`config.mk`:
```
export PLATFORM = sky130hd
export DESIGN_NAME = fifo_param_flat
export DESIGN_NICKNAME = d
export VERILOG_FILES = /design/src/rtl/fifo_param_if.sv /design/src/rtl/fifo_param.sv /design/src/flat_wrapper.sv
export SDC_FILE = /design/constraint.sdc
export NUM_CORES = 1
export LEC_CHECK = 0
export BUFFER_PORTS_ARGS = -buffer_cell sky130_fd_sc_hd__buf_2
export CORE_MARGIN = 4
export CORE_UTILIZATION = 43
export DETAILED_ROUTE_END_ITERATION = 10
export PLACE_DENSITY = 0.62
export SYNTH_ARGS = -nofsm -noshare
export SYNTH_HDL_FRONTEND = slang
export SYNTH_SLANG_ARGS = --single-unit
export TNS_END_PERCENT = 100
```
`constraint.sdc`:
```
create_clock -name clk -period 2.5 [get_ports clk]
set_clock_uncertainty 0.05 [all_clocks]
set_input_delay 0.375 -clock clk [delete_from_list [all_inputs] [get_ports clk]]
set_output_delay 0.375 -clock clk [all_outputs]
set_load 0.005 [all_outputs]
```
`src/rtl/fifo_param_if.sv`:
```
`default_nettype none
// ============================================================================
// Module   : fifo_param_if
// Purpose  : Bundles the producer/consumer handshake of fifo_param into a
//            single interface.
// Modports : master - the user side: drives write_en, read_en and data_in,
//                     and observes the read data, strobes, flags and count.
//            slave  - the FIFO side, with the opposite directions.
// Signals  : write_en, read_en, data_in[DATA_W], data_out[DATA_W], rd_valid,
//            full, empty, almost_full, almost_empty, count[ADDR_W+1],
//            overflow, underflow
// Revision : 1.0 - initial release
// ============================================================================
interface fifo_param_if #(
  parameter int DATA_W = 8,
  parameter int DEPTH  = 16
) ();
  localparam int ADDR_W = $clog2(DEPTH);

  logic              write_en;
  logic              read_en;
  logic [DATA_W-1:0] data_in;
  logic [DATA_W-1:0] data_out;
  logic              rd_valid;
  logic              full;
  logic              empty;
  logic              almost_full;
  logic              almost_empty;
  logic [ADDR_W:0]   count;
  logic              overflow;
  logic              underflow;

  modport master (
    output write_en, read_en, data_in,
    input  data_out, rd_valid, full, empty, almost_full, almost_empty,
           count, overflow, underflow
  );

  modport slave (
    input  write_en, read_en, data_in,
    output data_out, rd_valid, full, empty, almost_full, almost_empty,
           count, overflow, underflow
  );
endinterface
`default_nettype wire

```
`src/rtl/fifo_param.sv`:
```
`default_nettype none
// ============================================================================
// Module   : fifo_param
// Purpose  : Parametrised single-clock FIFO with occupancy count,
//            almost-full/almost-empty thresholds, sticky overflow/underflow
//            flags and a one-cycle read-valid strobe. Read data is registered
//            (one-cycle latency, no fall-through).
// Ports    : clk - clock, rising edge
//            rst - synchronous reset, active low
//            bus - fifo_param_if.slave (write_en, read_en, data_in in;
//                  data_out, rd_valid, full, empty, almost_full,
//                  almost_empty, count, overflow, underflow out)
// Revision : 1.0 - initial release
// ============================================================================
module fifo_param #(
  parameter int DATA_W   = 8,
  parameter int DEPTH    = 16,
  parameter int AF_LEVEL = DEPTH - 2,
  parameter int AE_LEVEL = 2
) (
  input  logic         clk,
  input  logic         rst,
  fifo_param_if.slave  bus
);
  localparam int ADDR_W = $clog2(DEPTH);

  // Thresholds sized to the count register so every compare is same-width.
  localparam logic [ADDR_W:0] c_depth    = (ADDR_W+1)'(DEPTH);
  localparam logic [ADDR_W:0] c_af_level = (ADDR_W+1)'(AF_LEVEL);
  localparam logic [ADDR_W:0] c_ae_level = (ADDR_W+1)'(AE_LEVEL);

  logic [DATA_W-1:0] r_mem [DEPTH];
  logic [ADDR_W-1:0] r_wr_ptr;
  logic [ADDR_W-1:0] r_rd_ptr;
  logic [ADDR_W:0]   r_count;
  logic [DATA_W-1:0] r_data_out;
  logic              r_rd_valid;
  logic              r_overflow;
  logic              r_underflow;

  logic              w_rd_acc;
  logic              w_wr_acc;

  // A write into a full FIFO is allowed only when a read frees a slot at the
  // same edge; a read of an empty FIFO is always rejected, so a simultaneous
  // write there never falls through to data_out.
  assign w_rd_acc = bus.read_en & (r_count != '0);
  assign w_wr_acc = bus.write_en & ((r_count != c_depth) | w_rd_acc);

  // Storage is deliberately not reset; reset only blocks the write.
  always_ff @(posedge clk) begin
    if (rst && w_wr_acc) begin
      r_mem[r_wr_ptr] <= bus.data_in;
    end
  end

  always_ff @(posedge clk) begin
    if (!rst) begin
      r_wr_ptr    <= '0;
      r_rd_ptr    <= '0;
      r_count     <= '0;
      r_data_out  <= '0;
      r_rd_valid  <= 1'b0;
      r_overflow  <= 1'b0;
      r_underflow <= 1'b0;
    end else begin
      if (w_wr_acc) begin
        r_wr_ptr <= r_wr_ptr + 1'b1;
      end
      if (w_rd_acc) begin
        r_rd_ptr   <= r_rd_ptr + 1'b1;
        r_data_out <= r_mem[r_rd_ptr];
      end
      r_rd_valid <= w_rd_acc;

      case ({w_wr_acc, w_rd_acc})
        2'b10:   r_count <= r_count + 1'b1;
        2'b01:   r_count <= r_count - 1'b1;
        default: r_count <= r_count;
      endcase

      if (bus.write_en && !w_wr_acc) begin
        r_overflow <= 1'b1;
      end
      if (bus.read_en && !w_rd_acc) begin
        r_underflow <= 1'b1;
      end
    end
  end

  assign bus.data_out     = r_data_out;
  assign bus.rd_valid     = r_rd_valid;
  assign bus.count        = r_count;
  assign bus.overflow     = r_overflow;
  assign bus.underflow    = r_underflow;
  assign bus.full         = (r_count == c_depth);
  assign bus.empty        = (r_count == '0);
  assign bus.almost_full  = (r_count >= c_af_level);
  assign bus.almost_empty = (r_count <= c_ae_level);
endmodule
`default_nettype wire

```
`src/flat_wrapper.sv`:
```
// flat-port wrapper written by rule: the top's interface ports become plain ports
module fifo_param_flat 
#(
  parameter int DATA_W   = 8,
  parameter int DEPTH    = 16,
  parameter int AF_LEVEL = DEPTH - 2,
  parameter int AE_LEVEL = 2
)
  (clk, rst, bus_write_en, bus_read_en, bus_data_in, bus_data_out, bus_rd_valid, bus_full, bus_empty, bus_almost_full, bus_almost_empty, bus_count, bus_overflow, bus_underflow);
  fifo_param_if #(.DATA_W(DATA_W), .DEPTH(DEPTH)) bus_i ();
  input  logic clk;
  input  logic rst;
  input wire logic [$bits(bus_i.write_en)-1:0] bus_write_en;
  input wire logic [$bits(bus_i.read_en)-1:0] bus_read_en;
  input wire logic [$bits(bus_i.data_in)-1:0] bus_data_in;
  output wire logic [$bits(bus_i.data_out)-1:0] bus_data_out;
  output wire logic [$bits(bus_i.rd_valid)-1:0] bus_rd_valid;
  output wire logic [$bits(bus_i.full)-1:0] bus_full;
  output wire logic [$bits(bus_i.empty)-1:0] bus_empty;
  output wire logic [$bits(bus_i.almost_full)-1:0] bus_almost_full;
  output wire logic [$bits(bus_i.almost_empty)-1:0] bus_almost_empty;
  output wire logic [$bits(bus_i.count)-1:0] bus_count;
  output wire logic [$bits(bus_i.overflow)-1:0] bus_overflow;
  output wire logic [$bits(bus_i.underflow)-1:0] bus_underflow;
  assign bus_i.write_en = bus_write_en;
  assign bus_i.read_en = bus_read_en;
  assign bus_i.data_in = bus_data_in;
  assign bus_data_out = bus_i.data_out;
  assign bus_rd_valid = bus_i.rd_valid;
  assign bus_full = bus_i.full;
  assign bus_empty = bus_i.empty;
  assign bus_almost_full = bus_i.almost_full;
  assign bus_almost_empty = bus_i.almost_empty;
  assign bus_count = bus_i.count;
  assign bus_overflow = bus_i.overflow;
  assign bus_underflow = bus_i.underflow;
  fifo_param #(.DATA_W(DATA_W), .DEPTH(DEPTH), .AF_LEVEL(AF_LEVEL), .AE_LEVEL(AE_LEVEL)) u_core (.clk(clk), .rst(rst), .bus(bus_i));
endmodule
```
# [Word-level counts from Yosys, hierarchy flattened]
# Memories as Yosys holds them, arrays and structs flattened. A register that Yosys moved wholly into a read port is not among the register bits.
# Index checks and enable logic that the tools add are counted.
[word_totals] ff_bits=16 latchBits=0 ramBits=128 mem_bits_ro=0 input_bits=12 out_inout_bits=20 wordCells=32 n_memories=1
[memory_table] name="u_core.r_mem" words=16 word_bits=8 read_ports=1 rd_clocked_by_memory_dff=1 wr=1 line="fifo_param.sv:32" rtl="logic [DATA_W-1:0] r_mem [DEPTH];"
[op_classes] addsub=4 multipliers=0 div_mod_pow=0 magnitude_cmp=2 n_eq_ne=4 shifts=0 n_mux=3 bitwise=3 reduce_logical=9
[op_table] op="$pmux 5 s2" n=1
[op_table] op="$add 4x1->4 const B" n=2
[op_table] op="$add 5x1->5 const B" n=1
[op_table] op="$eq 5x5->1 const B" n=1
[op_table] op="$ge 5x4->1 const B" n=1
[op_table] op="$le 5x2->1 const B" n=1
[op_table] op="$logic_not 5->1" n=1
[op_table] op="$ne 5x5->1 const B" n=1
[op_table] op="$reduce_bool 5->1" n=1
[op_table] op="$sub 5x1->5 const B" n=1
[op_table] op="$logic_and 1x1->1" n=3
[op_table] op="$logic_not 1->1" n=3
[op_table] op="$and 1x1->1" n=2
[op_table] op="$eq 2x1->1 const B" n=1
[op_table] op="$eq 2x2->1 const B" n=1
[op_table] op="$mux 1" n=2
[op_table] op="$reduce_bool 2->1" n=1
[op_table] op="$or 1x1->1" n=1

# [Longest topological paths before layout]
[logic_depth] ltp_word=7 depth_mapped=10 mapped_depth_nobuf=8

# [Least setup slack after synthesis]
# Ideal clock, no wire load.
[synth_path] path_type="reg2reg" start="register u_core.r_count[0] (netlist: u_core.bus.count[0])" end="register u_core.r_count[4] (netlist: u_core.bus.count[4])" setup_time_ns=0.120 t_arrival_ns=2.609 required_time_ns=2.330 slack_ns=-0.279 stages_incl_launch_ff=11 path_buffers=2 synth_period_minus_slack_ns=2.779 path_cell_list="dfxtp_1 or4_1 buf_6 o21ai_4 buf_6 nor2_1 fa_1 a21o_1 a21o_1 and3_1 o31a_1"
[synth_between] elab_chain_len=6 elab_cells_between_ends=11 classes_between="2 x add/sub; 3 x eq/ne; 1 x mux; 3 x bitwise; 2 x reduce/logical"
[synth_lines] item="start, declared" line="fifo_param.sv:35" rtl="logic [ADDR_W:0] r_count;"
[synth_lines] item="start signal, assigned" line="fifo_param.sv:77" rtl="2'b10: r_count <= r_count + 1'b1;"
[synth_lines] item="start signal, assigned" line="fifo_param.sv:78" rtl="2'b01: r_count <= r_count - 1'b1;"
[synth_lines] item="start signal, assigned" line="fifo_param.sv:79" rtl="default: r_count <= r_count;"
[synth_lines] item="$reduce_bool 5->1" line="fifo_param.sv:47" rtl="assign w_rd_acc = bus.read_en & (r_count != '0);"
[synth_lines] item="$and 1x1->1" line="fifo_param.sv:47"
[synth_lines] item="$or 1x1->1" line="fifo_param.sv:48" rtl="assign w_wr_acc = bus.write_en & ((r_count != c_depth) | w_rd_acc);"
[synth_lines] item="$and 1x1->1" line="fifo_param.sv:48"
[synth_lines] item="$eq 2x1->1 / $eq 2x2->1 (equally long branches)" line="fifo_param.sv:76" rtl="case ({w_wr_acc, w_rd_acc})"
[synth_lines] item="$pmux 5 s2 / $reduce_bool 2->1 (equally long branches)"
# Parallel ways exist; a longest one is shown, timed or not.
# A chain may end at the register's enable or synchronous reset.

# [Worst setup path after layout]
[layout_path] start="register u_core.r_count[1] (netlist: u_core.bus.count[1])" end="register u_core.r_count[4] (netlist: u_core.bus.count[4])"
# The elaborated chain is that of the path after synthesis.

==> metrics.txt <==
total power draw=7.11 mW; multiplexer share of the synthesized area=12.4%; Worst Path Max Fanout=4; status=completed; Crit Path Class=reg -> reg; layout cell share with drive strength beyond 1=24.5%; Hold Crit Start=bus_data_in[6]; CTS tree=yes; f_max=410 MHz; largest net degree at the start of global routing=52; Startpoint Class=register; clk sinks=152; Avg Vias per Cell=5.57; # setup viols final=0; via count=3478; Worst-Skew Late Latency=0.42 ns; syn nets=403; CTS Root Cell=clkbuf_16; Tot GR Track Use=16.7%; DR WL/cell=20.7 µm; Seq cells post-synth=152; crit path DAT=2.70 ns; Peak VDD IR=0.483 mV; Synth Area in XOR/XNOR=0.854%; syn avg cell area=16.1 µm²; Synth area leader=edfxtp_1; Mapped Cells=382; fraction of the mapped netlist area in adder cells=1.95%; H-tree Lvls=4; hold depth=1; initial antenna violation count=0; cells along the critical path=or4_4 -> o21ai_4 -> nor2_4 -> fa_2 -> a21o_1 -> a21o_1 -> mux2i_1 -> o31a_1; global-route wire length before repair=19.8 mm; Filler Cells Inserted=1130; NumNets Final=452; Worst Hold End=u_core.r_mem[0][6]; residual DRC count=0; Final HPWL DP=8.12 mm; period utilization=97.5%; io pins=32; Antenna diodes=0; largest family of logic cells by synthesized area=multiplexers; Die ar.=0.0163 mm²; GP Congestion=0.755; slew margin rel.=45.0%; starting density of the core=44.2%; Fin Hold WS=0.308 ns; Core ar.=0.0139 mm²; vias in the first global route=3442; site row count=43; Lkg Pwr=2.44 nW; reg2reg setup slack=0.06 ns; hold crit path type=in -> reg; Horiz. Die Dim=128 µm; clock buffer depth=2; most common cell in the netlist=edfxtp_1; Worst path max stage delay=0.55 ns; max cap viols=0; clk slew on worst S/H paths=0.06 ns; critical path capture point type=register; Final min period=2.44 ns; Fin. Hold Viols=0; Synth async-reset ratio=0%; Critical R2R Launch=u_core.bus.count[1]; top cells by count, synth=edfxtp_1 (128), mux2i_1 (38), dfxtp_1 (24), nor2_1 (24); r2r worst-path depth=8; Synth Area in Compound Gates=6.71%; Syn Std Cell Area=0.00615 mm²; # hold bufs at CTS=0; final wirelength=12.9 mm; post-cts resize count=0; synth top area cells=edfxtp_1 (62%), dfxtp_1 (7.8%), mux2i_1 (6.2%), mux4_2 (5.9%), ha_1 (1.6%); Area Overhead vs Synth=18.0%; Die H=128 µm; Initial DRC Count=241; Post-synth top flop=edfxtp_1; Post-synth EDFFs=128; worst slew pin tran=0.822 ns; Slew Limit Fails=0; Synth cell types=44; utilization after layout=52.1%; remaining global-route overflow=0; PD cells=979 mW/mm²; first drt pass iteration count=5; total CTS buffers=17; antenna-violating nets left=0; reg-to-reg endpoint=u_core.bus.count[4]; CP most frequent cell=a21o_1; CP required=2.76 ns; Yosys top cell area share=62.5%; register area share after synthesis=70.3%; number of input and output port buffers inserted=31; Yosys warnings=0; Synth Area in Simple Gates=5.94%; CP max stage cell=or4_4
logic make-up after synthesis:
kind of cell / count (synthesis)
AND/OR/NAND/NOR: 75
XOR/XNOR: 6
multiplexers: 55
flip-flops: 152
buffers and inverters: 25
AO/OA/AOI/OAI: 60
adder cells (fa/ha/maj): 9
layout by cell type (no fill, tap or decap), drive strengths merged, types with 16 or more instances in the layout:
cell type and n:
clkbuf 18, buf 50, nor2 25, dfxtp 24, o22ai 16, mux4 16
mux2i 39, edfxtp 128
metrics by stage:
step	instance area, µm²	setup TNS (ns)	instances	setup slack (ns)
floorplan	6180	-0.165	382	-0.165
global placement	6620	0	591	0.0917
detailed placement	6620	0	591	0.0463
CTS	7260	0	623	0.0267
global route	7260	-0.00370	624	-0.00370
finish	7260	0	624	0.0630
worst max-delay path: cells and delay by family (launching register included):
family | cells | cell delay, ns
mux | 1 | 0.13
flops | 1 | 0.34
simple gates | 2 | 0.62
fa+ha+maj | 1 | 0.37
compound gates | 4 | 0.83
where the power goes:
group | leakage (nW) | total, mW | internal (mW) | switching (mW)
Sequential | 1.35 | 3.00 | 2.89 | 0.111
Combinational | 0.781 | 1.38 | 0.629 | 0.750
Clock | 0.303 | 2.73 | 1.76 | 0.972
area by class of cell:
type,instances,area [µm²],area share [%]
Clock buffer,18,429,5.91
Clock inverter,14,205,2.82
Inverter,5,18.8,0.258
Multi-Input combinational cell,205,1730,23.9
Sequential cell,152,4330,59.6
Tap cell,180,225,3.10
Timing Repair Buffer,50,323,4.44
layer usage:
| metal | up-vias | routed length [µm] | global-route usage, % |
|---|---|---|---|
| li1 | 1588 | - | - |
| met1 | 1759 | 5740 | 22.8 |
| met2 | 110 | 6090 | 26.0 |
| met3 | 21 | 841 | 4.18 |
| met4 | 0 | 215 | 6.18 |
| met5 | - | 0 | 0 |
timing repair:
item                                    CTS  global route
endpoints found under the setup margin    0             1
setup buffers                             0             1
endpoints found under the hold margin     0             0
worst max path at each step:
stage / startpoint / cells past startpoint / endpoint
after floorplan: u_core.bus.count[1] / 10 / u_core.bus.count[4]
after detailed placement: u_core.bus.count[1] / 8 / u_core.bus.count[4]
after global routing: u_core.bus.count[1] / 8 / u_core.bus.count[4]
final: u_core.bus.count[1] / 8 / u_core.bus.count[4]
after global placement: u_core.bus.count[1] / 8 / u_core.bus.count[4]
after CTS: u_core.bus.count[1] / 8 / u_core.bus.count[4]
flip-flops by register name, summed over array words and instances, names as in the netlist:
register              cells
u_core.bus.data_out       8
u_core.bus.count          5
u_core.r_rd_ptr           4
u_core.bus.rd_valid       1
u_core.bus.overflow       1
u_core.bus.underflow      1
u_core.r_mem            128
u_core.r_wr_ptr           4
No activity file was read; power rests on OpenSTA's default activity.
